`src/rtl/booth_seq_mul.sv`:
```
// Sequential multiplier: signed radix-2 Booth or unsigned shift-add, one bit per cycle.
// Latency is size cycles from the start edge. A load seen while RUN is dropped, so there is no backpressure path.
module booth_seq_mul #(
  parameter int size = 8
) (
  input  logic                clk,
  input  logic                reset,
  input  logic [size-1:0]     currIn,
  input  logic                aOrb,
  input  logic                set,
  input  logic                load,
  input  logic                sgn,
  output logic                busy,
  output logic                done,
  output logic [2*size-1:0]   result
);

  localparam int CW = $clog2(size + 1);

  typedef enum logic [1:0] {
    IDLE,
    RUN,
    DONE
  } state_t;

  state_t          state, state_nxt;

  logic [size-1:0] a, b;
  logic [size-1:0] mcand, mplier;
  logic [size:0]   acc;
  logic            q1;
  logic            sgn_q;
  logic [CW-1:0]   cnt;

  logic [size:0]   addend;
  logic [size:0]   sum;
  logic [size:0]   acc_nxt;
  logic [size-1:0] mplier_nxt;
  logic            do_add, do_sub;
  logic            start, last;

  // Operand registers stay writable while busy; the working copies isolate the product in flight.
  always_ff @(posedge clk or posedge reset) begin
    if (reset) begin
      a <= '0;
      b <= '0;
    end else if (!set) begin
      if (aOrb) b <= currIn;
      else      a <= currIn;
    end
  end

  always_comb begin
    addend = sgn_q ? {mcand[size-1], mcand} : {1'b0, mcand};
    do_add = sgn_q ? (~mplier[0] & q1) : mplier[0];
    do_sub = sgn_q & mplier[0] & ~q1;
    sum    = acc;
    if (do_add)      sum = acc + addend;
    else if (do_sub) sum = acc - addend;
    // In unsigned mode sum[size] is the carry, shifted into acc with a zero above it.
    acc_nxt    = {sgn_q & sum[size], sum[size:1]};
    mplier_nxt = {sum[0], mplier[size-1:1]};
  end

  assign start = load && ((state == IDLE) || (state == DONE));
  assign last  = (state == RUN) && (cnt == CW'(1));

  always_ff @(posedge clk or posedge reset) begin
    if (reset) state <= IDLE;
    else       state <= state_nxt;
  end

  always_comb begin
    state_nxt = state;
    busy      = 1'b0;
    done      = 1'b0;
    case (state)
      IDLE: begin
        if (load) state_nxt = RUN;
      end
      RUN: begin
        busy = 1'b1;
        if (cnt == CW'(1)) state_nxt = DONE;
      end
      DONE: begin
        done      = 1'b1;
        state_nxt = load ? RUN : IDLE;
      end
      default: state_nxt = IDLE;
    endcase
  end

  always_ff @(posedge clk or posedge reset) begin
    if (reset) begin
      mcand  <= '0;
      mplier <= '0;
      acc    <= '0;
      q1     <= 1'b0;
      sgn_q  <= 1'b0;
      cnt    <= '0;
      result <= '0;
    end else if (start) begin
      mcand  <= a;
      mplier <= b;
      acc    <= '0;
      q1     <= 1'b0;
      sgn_q  <= sgn;
      cnt    <= CW'(size);
    end else if (state == RUN) begin
      acc    <= acc_nxt;
      mplier <= mplier_nxt;
      q1     <= mplier[0];
      cnt    <= cnt - CW'(1);
      if (last) result <= {acc_nxt[size-1:0], mplier_nxt};
    end
  end

endmodule
```
`config.mk`:
```
export PLATFORM = sky130hd
export DESIGN_NAME = booth_seq_mul
export DESIGN_NICKNAME = d
export VERILOG_FILES = /design/src/rtl/booth_seq_mul.sv
export SDC_FILE = /design/constraint.sdc
export NUM_CORES = 1
export LEC_CHECK = 0
export CELL_PAD_IN_SITES_DETAIL_PLACEMENT = 1
export CELL_PAD_IN_SITES_GLOBAL_PLACEMENT = 1
export CORE_MARGIN = 1.5
export CORE_UTILIZATION = 45
export DETAILED_ROUTE_END_ITERATION = 6
export PLACE_DENSITY = 0.91
export SKIP_LAST_GASP = 1
export SLEW_MARGIN = 15
export SYNTH_ARGS = -nofsm -noshare
export SYNTH_HDL_FRONTEND = slang
export SYNTH_SLANG_ARGS = --single-unit
```
`constraint.sdc`:
```
create_clock -name clk -period 2.9 [get_ports clk]
set_clock_uncertainty 0.15 [all_clocks]
set_input_delay 0.58 -clock clk [delete_from_list [all_inputs] [get_ports clk]]
set_output_delay 0.58 -clock clk [all_outputs]
set_load 0.005 [all_outputs]
```
Word level (Yosys, flattened, before mapping)
Index checks and enable logic that the tools add are counted.
{"block": "totals", "ff_bits": 65, "inputBits": 14, "out_inout_bits": 18, "elab_cells": 54}
{"block": "op_classes", "addsub": 3, "n_eq_ne": 5, "n_mux": 18, "bitwise": 9, "reduce_logical": 9}
{"operator": "$mux 9", "count": 5}
{"operator": "$mux 8", "count": 2}
{"operator": "$add 9x9->9", "count": 1}
{"operator": "$sub 9x9->9", "count": 1}
{"operator": "$mux 4", "count": 2}
{"operator": "$mux 1", "count": 6}
{"operator": "$pmux 2 s3", "count": 1}
{"operator": "$reduce_and 2->1", "count": 3}
{"operator": "$not 1->1", "count": 5}
{"operator": "$and 1x1->1", "count": 4}
{"operator": "$eq 4x1->1 const B", "count": 1}
{"operator": "$mux 2", "count": 2}
{"operator": "$sub 4x1->4 const B", "count": 1}
{"operator": "$reduce_and 3->1", "count": 1}
{"operator": "$eq 2x1->1 const B", "count": 1}
{"operator": "$eq 2x2->1 const B", "count": 1}
{"operator": "$logic_and 1x1->1", "count": 2}
{"operator": "$logic_not 2->1", "count": 1}
{"operator": "$ne 2x1->1 const B", "count": 1}
{"operator": "$ne 2x2->1 const B", "count": 1}
{"operator": "$reduce_bool 2->1", "count": 1}
{"operator": "$logic_or 1x1->1", "count": 1}

Longest topological paths before layout
Gate-level depths: netlist of the first run.
{"block": "depth", "ltp_word": 7, "depth_mapped": 9}

Least setup slack after synthesis of the first run
Ideal clock, no wire load.
{"block": "synth_path", "kind": "reg2reg", "startpoint": "reg acc[0]", "endpoint": "reg result[11]", "t_arrival_ns": 1.932, "required_time_ns": 2.625, "setup_slack_ns": 0.693, "path_stages_with_launch": 10, "n_path_buf": 0, "period_less_slack_ns": 2.207, "path_cell_list": "dfrtp_1 -> inv_1 -> ha_1 -> fa_1 -> nor2b_4 -> o21a_1 -> o21ai_0 -> and3_1 -> o22a_1 -> mux2_4"}
{"block": "synth_via", "elab_chain_cells": 3, "word_cells_on_any_way": 4}
{"item": "from (decl)", "line": "30", "text": "logic [size:0] acc;"}
{"item": "from (signal assigned)", "line": "110", "text": "acc <= acc_nxt;"}
{"item": "$sub 9x9->9", "line": "59", "text": "else if (do_sub) sum = acc - addend;"}
{"item": "$mux 9", "line": "59"}
{"item": "$mux 9 (*)", "line": "58", "text": "if (do_add) sum = acc + addend;"}
{"item": "to (signal assigned)", "line": "114", "text": "if (last) result <= {acc_nxt[size-1:0], mplier_nxt};"}
{"item": "to (decl)", "line": "15", "text": "output logic [2*size-1:0] result"}
Mark *: on every way between the ends. The rest lies on a longest branch, timed or not.
A chain may end at the register's enable or synchronous reset.

Worst setup path after layout of the first run
{"block": "layout_path", "startpoint": "reg acc[0]", "endpoint": "reg result[15]"}
The elaborated chain is that of the path after synthesis.

==> results by group, run 1 <==
Global route
  – First-pass GRT wire length: 15900 um
  – Largest net degree at the start of global routing: 44
  – Initial antenna violation count: 0
  – Gr usage total: 0.247
  – GRT overflow: 0
  – Vias in the first global route: roughly 3100

Drt
  – Post-Route WL: 9560 um
  – Via Count: around 2800
  – Starting DRC count in detailed routing: approximately 150
  – Antenna-violating nets left: 0
  – Vias per cell: around 5.6
  – DRT Pass-1 Iters: 4
  – DRC violations left: 0
  – Wire length per cell: about 19 um

STA
  – Final Slew Violations: 0
  – Fmax: 405 MHz
  – Final setup viols: 0
  – Unrepaired setup endpoints after global routing: false
  – Worst slew margin: 0.344
  – Final hold vios: 0
  – Fin crit share: 0.852
  – Minimum clock period: 2.47 ns
  – Worst-Margin Slew: 0.983 ns
  – Final WS setup: about 0.43 ns
  – Setup TNS after final layout: 0 ns

Power and ir drop
  – Internal power: ~3000 uW
  – Power, Total: approximately 5300 uW
  – Sequential fraction of design power: 0.302
  – Worst vdd ir: 512 uV
  – LEAKAGE: ~0.002 uW
  – Clock network power share: 0.167
  – Switch share: 0.435
  – Net Switching: around 2300 uW
  – Logic gate share of total power: 0.531
  – PwrDens: 1260 nW/um^2

Clocking
  – Num CTS Buffers: 9
  – Post-CTS setup buffers: 0
  – Max clock buf depth: 2
  – Clock sinks: 65
  – Gates resized, CTS repair: 0
  – CTS H-Tree Depth: 3
  – Worst-path clk slew: about 0.080 ns
  – Root buffer cell: clkbuf_8
  – Clk Latency, worst-skew pair: 0.34 ns
  – CTS Hold Bufs: 0
  – CTS tree: yes

Cells and area
  – Final #Nets: about 430
  – Layout cells sized above 1: 0.138
  – Fin cells: 500
  – Leading cell type in the layout, fill and taps excluded: nand2_1
  – Area growth syn-to-layout: 17.7%
  – Most frequent cells in the layout: nand2_1 (95), dfrtp_1 (65), clkdlybuf4s50_1 (31)
  – Antenna diode count: 0

Logic synthesis
  – Top-area cell type share of the netlist area: 0.457
  – Register area share after synthesis: 0.457
  – FF+latch count, synth: 65
  – Post-synth EDFFs: 0
  – Mapped cell area: about 3600 um^2
  – Post-Syn Nets: roughly 390
  – Synth cell types: 58
  – Avg Inst Size Synth: a little under 10 um^2
  – Synth area leaders: dfrtp_1 (46%), nand2_1 (10%), ha_1 (6.3%)
  – Post-synth ARST share: 1.00
  – Synth warn: 0
  – Cell taking the most area after synthesis: dfrtp_1
  – Dominant synthesized flop cell: dfrtp_1
  – Post-Syn Instances: 360

Place
  – Post-DP HPWL: 6710 um
  – Worst slack at placement: 0.440 ns
  – Gpl congestion: slightly above 0.9
  – Port Buffer Count: 31
  – Placed insts: between 400 and 500

Worst setup path
  – Worst Path Max Fanout: 4
  – Worst Path Required: 2.98 ns
  – Crit path kind: reg2reg
  – Crit path arrival time: between 2 and 3 ns
  – CP Launch Type: flop
  – Setup crit end kind: flop

Floorplan
  – Row cnt: 32
  – Die width: roughly 92 um
  – Core ar.: slightly below 8000 um^2
  – Die ar.: ~8400 um^2
  – Initial Util: 0.463
  – # IOs: 32
  – Die Y: approximately 92 um

Status
  – Status: finished clean

Worst hold path
  – Min-delay worst type: reg2reg

Run
  – Max Cap Viol: 0
==> cells by family (layout without fill, tap and decap cells) <==
kind of cell | after synthesis | after routing | synth area share
muxes | 16 | 16 | 0.0506
DFF | 65 | 65 | 0.457
and+or+nand+nor | 135 | 135 | 0.171
adders and majority gates | 20 | 20 | 0.0746
AOI/OAI and AO/OA | 79 | 79 | 0.170
buffers and inverters | 33 | 71 | 0.0447
xor gates and xnor gates | 12 | 12 | 0.0317
==> cell type report <==
| cell class | count | area (um^2) |
|---|---|---|
| clock buffer | 9 | 124 |
| clock inverter | 7 | 103 |
| fill | 883 | 3500 |
| inverter | 18 | 67.6 |
| multi-input combinational | 262 | 1770 |
| sequential | 65 | 1630 |
| tap | 102 | 128 |
| timing repair buffer | 37 | 368 |
==> metal layers <==
metal / global-route usage / wire [um]
met2: 0.420 / 4810
met1: 0.311 / 4150
met4: 0.0910 / 237
met5: 0 / 0
met3: 0.0481 / 363
==> power groups by stage <==
stage	logic [uW]	clock network [uW]	registers [uW]
after CTS	2800	896	1590
after global routing	3070	936	1650
after floorplan	2050	0	1490
final	2800	883	1590
after detailed placement	2750	0	1600
after global placement	2640	0	1580
==> through the flow <==
stage / utilization / hold WS (ns) / area [um^2]
finish: 0.545 / 0.340 / 4190
global route: 0.545 / 0.363 / 4190
CTS: 0.545 / 0.342 / 4190
detailed placement: 0.515 / 0.319 / 3960
global placement: 0.515 / 0.306 / 3960
floorplan: - / 0.285 / 3560
==> synthesized netlist by cell type (4+ instances only) <==
| library cell | number |
|---|---|
| a21oi_1 | 6 |
| a22o_1 | 6 |
| a22oi_1 | 8 |
| buf_2 | 4 |
| clkbuf_1 | 6 |
| dfrtp_1 | 65 |
| ha_1 | 18 |
| inv_1 | 18 |
| mux2_2 | 12 |
| nand2_1 | 95 |
| nand2b_1 | 8 |
| nor2_1 | 13 |
| nor2b_1 | 6 |
| o21a_1 | 4 |
| o21ai_0 | 18 |
| xor2_1 | 8 |
==> worst max-delay path, stage by stage (launching register included) <==
cell	delay (ns)
dfrtp_1	0.40
ha_1	0.18
inv_1	0.05
fa_1	0.42
o21bai_1	0.20
a21oi_2	0.13
o22ai_1	0.23
mux2i_1	0.25
a211oi_2	0.08
mux2_2	0.29
==> path summary, 6_finish.rpt <==
| kind | start | endpoint | slack, ns | cells past startpoint |
|---|---|---|---|---|
| setup / recovery | acc[0] | result[15] | 0.43 | 9 |
| hold / removal | result[4] | result[4] | 0.34 | 2 |
| setup reg to reg | acc[0] | result[15] | 0.43 | 9 |
| hold reg to reg | result[4] | result[4] | 0.34 | 2 |
| max in group asynchronous | reset | result[9] | 1.55 | 3 |
| min in group asynchronous | reset | result[5] | 0.44 | 2 |
==> state kept, by name, indices dropped and copies added (netlist names) <==
name / flops
result: 16
acc: 9
a: 8
b: 8
mcand: 8
mplier: 8
cnt: 4
state: 2
q1: 1
sgn_q: 1
Power figures use the tool's default switching activity.
==> run 2: changes to the inputs <==
CORE_MARGIN = 5   (was 1.5)
GPL_ROUTABILITY_DRIVEN = 0   (was not set)
==> run 2 against run 1 <==
Compared with the run above:
- first-iteration DRC count up 47%
- sequential power about the same
- sequential share of layout area is 0.069 points lower
- clock power up 1%
- fmax shrank 5.3%
- highest routed layer unchanged
==> results by group, run 2 (synthesis results as in run 1) <==
Global route
  – Vias in the first global route: 3348 (was 3060)
  – Largest net degree at the start of global routing: 66 (was 44)
  – Initial antenna violation count: 0 (unchanged)
  – Gr usage total: 0.240 (was 0.247)
  – GRT overflow: 0 (unchanged)
  – First-pass GRT wire length: 18100 um (was 15900 um)

Clocking
  – Clock sinks: 65 (unchanged)
  – CTS H-Tree Depth: 3 (unchanged)
  – Max clock buf depth: 2 (unchanged)
  – Num CTS Buffers: 9 (unchanged)
  – Gates resized, CTS repair: 0 (unchanged)
  – Worst-path clk slew: 0.08 ns (about the same)
  – Root buffer cell: clkbuf_8 (unchanged)
  – Clk Latency, worst-skew pair: 0.36 ns (was 0.34 ns)
  – CTS Hold Bufs: 0 (unchanged)
  – CTS tree: yes (unchanged)
  – Post-CTS setup buffers: 0 (unchanged)

Drt
  – Wire length per cell: 22.4 um (was 19.1 um)
  – DRT Pass-1 Iters: 4 (unchanged)
  – Via Count: 2991 (was 2793)
  – DRC violations left: 0 (unchanged)
  – Starting DRC count in detailed routing: 227 (was 154)
  – Vias per cell: 5.96 (was 5.59)
  – Antenna-violating nets left: 0 (unchanged)
  – Post-Route WL: 11300 um (was 9560 um)

Cells and area
  – Layout cells sized above 1: 0.143 (was 0.138)
  – Final #Nets: 429 (was 427)
  – Largest Register: result (unchanged)
  – Most frequent cells in the layout: nand2_1 (95), dfrtp_1 (65), clkdlybuf4s50_1 (31) (unchanged)
  – Antenna diode count: 0 (unchanged)
  – Fin cells: 502 (was 500)
  – Area growth syn-to-layout: 17.9% (was 17.7%)
  – Top flop regs: result (16), acc (9) (unchanged)
  – Max reg flops: 16 (unchanged)
  – Leading cell type in the layout, fill and taps excluded: nand2_1 (unchanged)

STA
  – Final setup viols: 0 (unchanged)
  – Fin crit share: 0.900 (was 0.852)
  – Fmax: 383 MHz (was 405 MHz)
  – Worst-Margin Slew: 0.982 ns (was 0.983 ns)
  – Minimum clock period: 2.61 ns (was 2.47 ns)
  – Final Slew Violations: 0 (unchanged)
  – Setup TNS after final layout: 0 ns (unchanged)
  – Final hold vios: 0 (unchanged)
  – Hold WS: 0.339 ns (was 0.340 ns)
  – Worst slew margin: 0.344 (about the same)
  – Unrepaired setup endpoints after global routing: false (unchanged)

Power and ir drop
  – Net Switching: 2470 uW (was 2290 uW)
  – Worst vdd ir: 526 uV (was 512 uV)
  – LEAKAGE: 0.00195 uW (about the same)
  – Clock network power share: 0.164 (was 0.167)
  – Logic gate share of total power: 0.541 (was 0.531)
  – Sequential fraction of design power: 0.295 (was 0.302)
  – PwrDens: 1300 nW/um^2 (was 1260 nW/um^2)
  – Power, Total: 5460 uW (was 5270 uW)
  – Internal power: 2990 uW (was 2980 uW)
  – Switch share: 0.452 (was 0.435)

Floorplan
  – Die ar.: 9780 um^2 (was 8450 um^2)
  – Core ar.: 7730 um^2 (was 7690 um^2)
  – Initial Util: 0.460 (was 0.463)
  – Die width: 98.9 um (was 91.9 um)
  – Die Y: 98.9 um (was 91.9 um)
  – Row cnt: 32 (unchanged)
  – # IOs: 32 (unchanged)

Worst setup path
  – Worst Path Max Fanout: 10 (was 4)
  – Worst Path Required: 2.17 ns (was 2.98 ns)
  – R2R cell count: 9 (unchanged)
  – Worst reg2reg endpoint: acc[8] (was result[15])
  – Reg2reg setup slack: 0.32 ns (was 0.43 ns)
  – Crit path kind: reg2out (was reg2reg)
  – Crit path arrival time: 1.88 ns (was 2.55 ns)
  – CP Launch Type: flop (unchanged)
  – Setup crit end kind: primary output (was flop)
  – Reg2reg start: acc[0] (unchanged)

Worst hold path
  – Worst hold endpoint: result[0] (was result[4])
  – Worst Hold Path Cells: 2 (unchanged)
  – Min-delay worst type: reg2reg (unchanged)
  – HP Start: result[0] (was result[4])

Place
  – Port Buffer Count: 31 (unchanged)
  – Placed insts: 486 (was 484)
  – Post-DP HPWL: 7260 um (was 6710 um)

Run
  – Max Cap Viol: 0 (unchanged)

Status
  – Status: finished clean (unchanged)
[run 2: cell types whose count changed in the layout (fill, tap and decap cells not counted)]
cell        previous run  this run
clkinv_2               1         2
inv_8                  1         0
clkinvlp_4             0         1
inv_6                  1         0
buf_4                  5         7
[run 2: power groups by stage]
stage	Combinational, uW	Sequential [uW]	Clock, uW
after global routing	3190	1660	939
final	2960	1610	894
after global placement	2630	1580	0
after detailed placement	2820	1610	0
after floorplan	2050	1490	0
after CTS	2930	1610	898
[run 2: critical path, cell delays in order (launching register included)]
cell             delay (ns)
dfrtp_1                0.39
nand2b_1               0.16
inv_1                  0.37
clkdlybuf4s50_1        0.60
[run 2: per-layer routing]
layer,GRT usage,routed length (um),vias to the layer above,part of all wire
met1,0.272,4370,1544,0.39
li1,-,-,1310,-
met3,0.0467,496,32,0.044
met4,0.105,348,0,0.031
met2,0.435,6040,105,0.54
met5,0,0,-,0
[run 2: worst max-delay path by stage]
stage / slack [ns] / start / to
after floorplan: 0.54 / reset / a[0]
after global placement: 0.46 / acc[1] / result[15]
after detailed placement: 0.43 / acc[1] / acc[8]
after CTS: 0.30 / acc[0] / acc[8]
after global routing: 0.20 / acc[0] / acc[8]
final: 0.29 / state[1] / busy
[run 2: stage by stage]
stage / area, um^2 / setup slack [ns] / util
floorplan: 3560 / 0.544 / -
global placement: 3980 / 0.462 / 0.515
detailed placement: 3980 / 0.428 / 0.515
CTS: 4200 / 0.297 / 0.543
global route: 4200 / 0.204 / 0.543
finish: 4200 / 0.291 / 0.543
[run 2: layout make-up]
type | count | area, um^2
sequential | 65 | 1630
tap | 102 | 128
inverter | 18 | 67.6
clock inverter | 7 | 95.1
timing repair buffer | 39 | 383
fill | 841 | 3530
clock buffer | 9 | 124
multi-input combinational | 262 | 1770
